$ cat config.mk
export PLATFORM = sky130hd
export DESIGN_NAME = des_key_schedule
export DESIGN_NICKNAME = d
export VERILOG_FILES = /design/src/rtl/des_key_schedule.sv
export SDC_FILE = /design/constraint.sdc
export NUM_CORES = 1
export LEC_CHECK = 0
export CORE_MARGIN = 5
export CORE_UTILIZATION = 31
export DETAILED_ROUTE_END_ITERATION = 8
export HOLD_SLACK_MARGIN = 0.05
export PLACE_DENSITY = 0.59
export SLEW_MARGIN = 20
export SYNTH_ARGS = -nofsm -noshare
export SYNTH_HDL_FRONTEND = slang
export SYNTH_SLANG_ARGS = --single-unit
$ cat constraint.sdc
create_clock -name clk -period 3.7 [get_ports clk]
set_clock_uncertainty 0.05 [all_clocks]
set_input_delay 0.925 -clock clk [delete_from_list [all_inputs] [get_ports clk]]
set_output_delay 0.925 -clock clk [all_outputs]
set_load 0.01 [all_outputs]
$ cat src/rtl/des_key_schedule.sv
// des_key_schedule
// Sequential DES key-schedule generator. A 64-bit key is reduced by PC-1 into a
// 56-bit C/D register, which is rotated once per round. PC-2 of the register is
// presented as the round subkey under a valid/ready handshake, so the round
// datapath downstream can stall the schedule.
//
// Ports:
//   clk           rising-edge clock
//   rst           synchronous active-high reset
//   start         request a new schedule (accepted only while ready=1)
//   key_in[63:0]  DES key, bit 63 = FIPS bit 1, parity bits ignored
//   decrypt       sampled with start: 0 = K1..K16, 1 = K16..K1
//   ready         high while idle
//   subkey[47:0]  PC-2 of the current C/D register, bit 47 = FIPS bit 1
//   subkey_valid  subkey holds round `round`
//   subkey_ready  downstream accepts subkey when subkey_valid & subkey_ready
//   round[4:0]    current round 1..16, 0 while idle
//   done          one-cycle pulse after round 16 has been consumed
module des_key_schedule (
  input  logic        clk,
  input  logic        rst,
  input  logic        start,
  input  logic [63:0] key_in,
  input  logic        decrypt,
  output logic        ready,
  output logic [47:0] subkey,
  output logic        subkey_valid,
  input  logic        subkey_ready,
  output logic [4:0]  round,
  output logic        done
);

  typedef enum logic {IDLE, RUN} state_e;

  // FIPS 46-3 permuted-choice tables, 1-based FIPS bit numbers.
  localparam int PC1_TAB [56] = '{
    57, 49, 41, 33, 25, 17,  9,
     1, 58, 50, 42, 34, 26, 18,
    10,  2, 59, 51, 43, 35, 27,
    19, 11,  3, 60, 52, 44, 36,
    63, 55, 47, 39, 31, 23, 15,
     7, 62, 54, 46, 38, 30, 22,
    14,  6, 61, 53, 45, 37, 29,
    21, 13,  5, 28, 20, 12,  4
  };

  localparam int PC2_TAB [48] = '{
    14, 17, 11, 24,  1,  5,
     3, 28, 15,  6, 21, 10,
    23, 19, 12,  4, 26,  8,
    16,  7, 27, 20, 13,  2,
    41, 52, 31, 37, 47, 55,
    30, 40, 51, 45, 33, 48,
    44, 49, 39, 56, 34, 53,
    46, 42, 50, 36, 29, 32
  };

  // FIPS bit n of a W-bit vector lives at index W-n.
  function automatic logic [55:0] pc1(input logic [63:0] k);
    logic [55:0] r;
    logic [5:0]  src;
    logic [5:0]  dst;
    r = '0;
    for (int i = 0; i < 56; i++) begin
      src    = 6'(64 - PC1_TAB[i]);
      dst    = 6'(55 - i);
      r[dst] = k[src];
    end
    return r;
  endfunction

  function automatic logic [47:0] pc2(input logic [55:0] cd);
    logic [47:0] r;
    logic [5:0]  src;
    logic [5:0]  dst;
    r = '0;
    for (int j = 0; j < 48; j++) begin
      src    = 6'(56 - PC2_TAB[j]);
      dst    = 6'(47 - j);
      r[dst] = cd[src];
    end
    return r;
  endfunction

  // Rotation amount for round r: one position in rounds 1, 2, 9, 16, else two.
  function automatic logic [1:0] shift_amt(input logic [4:0] r);
    return (r == 5'd1 || r == 5'd2 || r == 5'd9 || r == 5'd16) ? 2'd1 : 2'd2;
  endfunction

  function automatic logic [27:0] rotl28(input logic [27:0] x, input logic [1:0] n);
    case (n)
      2'd1:    return {x[26:0], x[27]};
      2'd2:    return {x[25:0], x[27:26]};
      default: return x;
    endcase
  endfunction

  function automatic logic [27:0] rotr28(input logic [27:0] x, input logic [1:0] n);
    case (n)
      2'd1:    return {x[0], x[27:1]};
      2'd2:    return {x[1:0], x[27:2]};
      default: return x;
    endcase
  endfunction

  // C and D rotate independently as two 28-bit rings.
  function automatic logic [55:0] rot_cd(input logic [55:0] cd, input logic right,
                                         input logic [1:0] n);
    if (right) return {rotr28(cd[55:28], n), rotr28(cd[27:0], n)};
    else       return {rotl28(cd[55:28], n), rotl28(cd[27:0], n)};
  endfunction

  state_e      state_q, state_d;
  logic [55:0] cd_q, cd_d;
  logic [4:0]  round_q, round_d;
  logic        mode_q, mode_d;
  logic        done_q, done_d;
  logic        ready_q, ready_d;
  logic        valid_q, valid_d;

  always_comb begin
    state_d = state_q;
    cd_d    = cd_q;
    round_d = round_q;
    mode_d  = mode_q;
    done_d  = 1'b0;
    case (state_q)
      IDLE: begin
        if (start) begin
          mode_d  = decrypt;
          // Encrypt needs C1D1 (left by one); decrypt starts at C16D16 = C0D0.
          cd_d    = decrypt ? pc1(key_in) : rot_cd(pc1(key_in), 1'b0, 2'd1);
          round_d = 5'd1;
          state_d = RUN;
        end
      end
      RUN: begin
        if (subkey_ready) begin
          if (round_q == 5'd16) begin
            state_d = IDLE;
            round_d = 5'd0;
            done_d  = 1'b1;
          end else begin
            round_d = 5'(round_q + 5'd1);
            // Decrypt undoes the encrypt rotations in reverse order: stepping to
            // round r+1 undoes encrypt round 17-r.
            cd_d    = mode_q ? rot_cd(cd_q, 1'b1, shift_amt(5'd17 - round_q))
                             : rot_cd(cd_q, 1'b0, shift_amt(5'(round_q + 5'd1)));
          end
        end
      end
      default: state_d = IDLE;
    endcase
    ready_d = (state_d == IDLE);
    valid_d = (state_d == RUN);
  end

  always_ff @(posedge clk) begin
    if (rst) begin
      state_q <= IDLE;
      cd_q    <= '0;
      round_q <= '0;
      mode_q  <= 1'b0;
      done_q  <= 1'b0;
      ready_q <= 1'b1;
      valid_q <= 1'b0;
    end else begin
      state_q <= state_d;
      cd_q    <= cd_d;
      round_q <= round_d;
      mode_q  <= mode_d;
      done_q  <= done_d;
      ready_q <= ready_d;
      valid_q <= valid_d;
    end
  end

  assign ready        = ready_q;
  assign subkey_valid = valid_q;
  assign round        = round_q;
  assign done         = done_q;
  assign subkey       = pc2(cd_q);

endmodule

After elaboration in Yosys (flattened, before gate mapping) --
Cells that the tools add are included.
Storage, ports and cells: bits of input ports 69, register bits after elaboration 65, logic and storage cells 60, output and inout bits 56
Cells by class: $add $sub $neg 2, equal/unequal tests 18, multiplexer cells 21, bitwise gates (word level) 3, reductions and logical operators 10
Operators by type and width (number):
- $mux 56 | 5
- $pmux 28 s2 | 4
- $pmux 56 s2 | 1
- $eq 5x5->1 const B | 3
- $mux 5 | 3
- $eq 5x1->1 const B | 2
- $eq 5x2->1 const B | 2
- $eq 5x4->1 const B | 2
- $pmux 5 s2 | 1
- $ne 4x2->1 const B | 2
- $logic_or 1x1->1 | 6
- $ne 2x2->1 const B | 3
- $add 5x1->5 const B | 1
- $reduce_and 5->1 | 1
- $sub 5x5->5 const A | 1
- $eq 2x1->1 const B | 2
- $eq 2x2->1 const B | 2
- $mux 1 | 4
- $mux 2 | 2
- $reduce_and 2->1 | 2
- $not 1->1 | 3
- $reduce_or 3->1 | 1
- $pmux 1 s2 | 1

Longest topological paths before layout --
word-level depth 12, depth in mapped cells 10, mapped depth without buffers 8

Worst setup path after synthesis --
OpenSTA, ideal clock, no wires.
path type reg-to-reg, start register round_q[0] (netlist: round[0]), end register cd_q[39], path slack 1.404 ns, data required time 3.524 ns, path buffers 2, library setup time 0.126 ns, cell stages (with the launch flop) 10, clock period less this slack 2.296 ns, arrival 2.120 ns, path through dfxtp_1 ha_1 nand3_1 xnor2_1 a311o_1 and2_1 buf_6 buf_6 a221oi_2 a211oi_1
Between the ends: longest elaborated chain between the ends 12, elaborated cells between the ends (all ways) 33, those cells by class 2 x add/sub; 16 x eq/ne; 8 x mux; 7 x reduce/logical
RTL lines:
- from (decl) | line 115 | logic [4:0] round_q, round_d;
- from (signal assigned) | line 170 | round_q <= round_d;
- $add 5x1->5 / $sub 5x5->5 (equally long branches) | line 148, 147
- $eq 5x1->1 / $eq 5x2->1 (equally long branches) | line 87 | return (r == 5'd1 || r == 5'd2 || r == 5'd9 || r == 5'd16) ? 2'd1 : 2'd2;
- $logic_or 1x1->1 (3 in a row) | line 87
- $mux 2 | line 87
- $eq 2x2->1, or another cell as far along | line 91 | case (n)
- $pmux 28 s2, on equally long branches | line 91, 99
- $mux 56 | line 147 | cd_d = mode_q ? rot_cd(cd_q, 1'b1, shift_amt(5'd17 - round_q))
- $mux 56 | line 139 | if (round_q == 5'd16) begin
- $mux 56 | line 138 | if (subkey_ready) begin
- $pmux 56 s2 | line 127 | case (state_q)
- to (signal assigned) | line 161 | cd_q <= '0;
- to (signal assigned) | line 169 | cd_q <= cd_d;
- to (decl) | line 114 | logic [55:0] cd_q, cd_d;
Several ways; a longest one is shown, not always the timed one. The select of a mux whose other input is x is not followed. A chain may end at the register's enable or synchronous reset.

Worst setup path in the final report --
start register round_q[1] (netlist: round[1]), end register cd_q[38]
Same word-level chain as after synthesis.

==> flow_summary.toml <==
[routing]
wl_per_cell_um = 18.72
ant_nets = 0
dr.pass1.iters = 5
drt_iter0_markers = 572
vias = 6641
viasPerCell = 5.750
route.detailed.drc = 0
drt-total-wl_um = 21630

[clock_tree]
numClockSinks = 65
cts_resized = 0
cts.clk_slew.worst_paths_ps = 60
htreeDepth = 3
numCtsBuffers = 9
clock_tree.buffer_depth = 2
cts_root_buf = "clkbuf_16"
hold_buffers = 0
postCtsSetupBuffers = 0
cts_tree = "yes"
clkLatencyLatePin_ps = 350

[logic_synthesis]
yosysWarnings = 0
synth_edf_count = 0
ys_ff_latch = 65
yosysUniqueCellTypes = 43
seq_area_frac_synth = 0.2147
ys.flop_type = "dfxtp_1"
syn-num-nets = 942
async_reset_ff_frac = 0
avgSynthCellArea_um2 = 6.991
netlist_area_mm2 = 0.006061
netlist_instances = 867

[timing]
rsz0062_at_grt = "false"
slew_violations = 0
fmax_mhz = 362.6
finalSetupViolations = 0
relSlewSlack = 0.4233
worst_pin_slew_ps = 865.1
period_minus_slack_ps = 2758
fin_tns_setup_ps = 0
hold_violations = 0
finalCritPeriodShare = 0.7453
setup_ws_ps = 942.5

[die]
num_io_pins = 125
rows = 51
core_area_mm2 = 0.01933
die-area_mm2 = 0.02245
fp.dieW_um = 149.8
start_util = 0.3135
die_h_um = 149.8

[worst_setup_path]
critPathBufInv = 1
worstSetupEndpointType = "flop"
cp-start-kind = "flop"
crit_family = "simple AND/OR/NAND/NOR gates"
cp_cell_sequence = "inv_1 > ha_1 > nor4bb_1 > nand2_1 > nand2_1 > o31ai_1 > a211oi_1"
r2r_slack_ps = 940
critPathSlowestCell = "nand2_1"
cp_data_arrival_time_ps = 2960
cp_slowest_stage_delay_ps = 610
crit_fanout = 17
crit_top_cell = "nand2_1"
worst_ep_required_time_ps = 3900
path_class = "reg2reg"

[place]
dp_hpwl_um = 13810
preCtsSetupSlack_ps = 675.9
globalplace.congestion = 0.7997
port_buffers = 116

[power_and_ir_drop]
ir_drop_uv = 233.9
power.leakage_uw = 0.002537
power.density_mw_per_mm2 = 332.8

[global_route]
grt_use_total = 0.1887
grt_overflow = 0
grt_first_pass_wirelength_um = 34360
antenna_found_initial = 1
grt_max_degree = 58
grt_pass1_vias = 6238

[run]
drv_cap = 0

[outcome]
status = "completed"

[finish]
synthToLayoutAreaGrowth_pct = 20.69
drive_gt1_frac = 0.08549
fillers = 2030
nets = 960

[worst_hold_path]
hp-class = "reg2reg"
worst paths after layout:
check,from,end,cells after the start
setup reg to reg,round[1]$_SDFFE_PP0P_,cd_q[38]$_SDFFE_PP0P_,7
hold reg to reg,cd_q[34]$_SDFFE_PP0P_,cd_q[36]$_SDFFE_PP0P_,2
hold / removal,cd_q[34]$_SDFFE_PP0P_,cd_q[36]$_SDFFE_PP0P_,2
setup / recovery,round[1]$_SDFFE_PP0P_,cd_q[38]$_SDFFE_PP0P_,7
Yosys cell counts (3+ instances only):
library cell / number / area share
a211oi_1: 87 / 0.11
a21oi_1: 46 / 0.038
a221oi_1: 7 / 0.010
a221oi_2: 10 / 0.025
a22oi_1: 3 / 0.0037
a31oi_1: 17 / 0.018
and2_1: 3 / 0.0031
buf_1: 5 / 0.0031
buf_2: 36 / 0.030
buf_4: 49 / 0.061
clkbuf_1: 36 / 0.022
dfxtp_1: 65 / 0.21
ha_1: 6 / 0.012
inv_1: 5 / 0.0031
mux2_2: 23 / 0.043
mux2i_1: 33 / 0.055
nand2_1: 119 / 0.074
nand2b_1: 3 / 0.0031
nand3_1: 7 / 0.0058
nor2_1: 93 / 0.058
nor3_1: 80 / 0.066
o211ai_1: 30 / 0.037
o21ai_0: 58 / 0.048
o21ai_1: 4 / 0.0033
o221ai_1: 3 / 0.0043
o31ai_1: 17 / 0.021
state kept, by name, indices dropped and copies added (netlist names):
| name | cells |
|---|---|
| cd_q | 56 |
| round | 5 |
| done | 1 |
| mode_q | 1 |
| ready | 1 |
| subkey_valid | 1 |
layout by cell type (no fill, tap or decap), drive strengths merged, types with 21 or more instances in the layout:
cell and instances:
o211ai 30, mux2 23, nor3 80, clkdlybuf4s50 114, o21ai 62, dfxtp 65
buf 21, a21oi 46, a211oi 87, mux2i 33, nor2 93, nand2 119
through the flow:
step	area (um^2)	hold WS [ps]	util	total power (uW)	cells
5_1_grt	7315	499.6	0.3783	2550	1155
6_report	7315	478.3	0.3783	2434	1155
3_5_place_dp	7048	466.0	0.3645	1641	1139
3_3_place_gp	7048	472.9	0.3645	1641	1139
2_1_floorplan	6061	424.0	-	1370	867
4_1_cts	7312	475.9	0.3782	2437	1154
routing by layer:
metal / vias to the layer above / routed length, um / global-route usage
met5: - / 0 / 0
met1: 3156 / 10170 / 0.2641
met4: 0 / 527 / 0.06130
met3: 34 / 1334 / 0.03574
li1: 3201 / - / -
met2: 250 / 9589 / 0.2922
worst min-delay path, delay by kind of cell, from the launching register on:
family	cells	cell delay [ps]
flops	1	360
simple gates	1	70
compound gates	1	50
layout make-up:
type / instances / area (um^2) / share of cell area
Clock inverter: 3 / 17.52 / 0.002395
Multi-Input combinational cell: 669 / 4039 / 0.5522
Sequential cell: 65 / 1303 / 0.1781
Antenna cell: 1 / 2.502 / 0.0003421
Inverter: 5 / 18.77 / 0.002566
Clock buffer: 12 / 246.5 / 0.03370
Timing Repair Buffer: 135 / 1356 / 0.1854
Tap cell: 265 / 331.6 / 0.04533
where the power goes:
| group | internal [uW] | total [uW] | switching, uW |
|---|---|---|---|
| clock | 466 | 802 | 336 |
| sequential | 758 | 881 | 123 |
| combinational | 337 | 751 | 414 |
| total | 1560 | 2430 | 872 |
cells by family (layout without fill, tap and decap cells):
kind of cell | count (synthesis) | after routing | synth area share
xor+xnor | 3 | 3 | 0.004336
simple gates | 313 | 313 | 0.2197
buf+inv | 133 | 155 | 0.1226
mux | 56 | 56 | 0.09723
compound gates | 291 | 291 | 0.3291
flops | 65 | 65 | 0.2147
other cells | 0 | 1 | 0
fa+ha+maj | 6 | 6 | 0.01239
(Power assumes the default switching activity.)
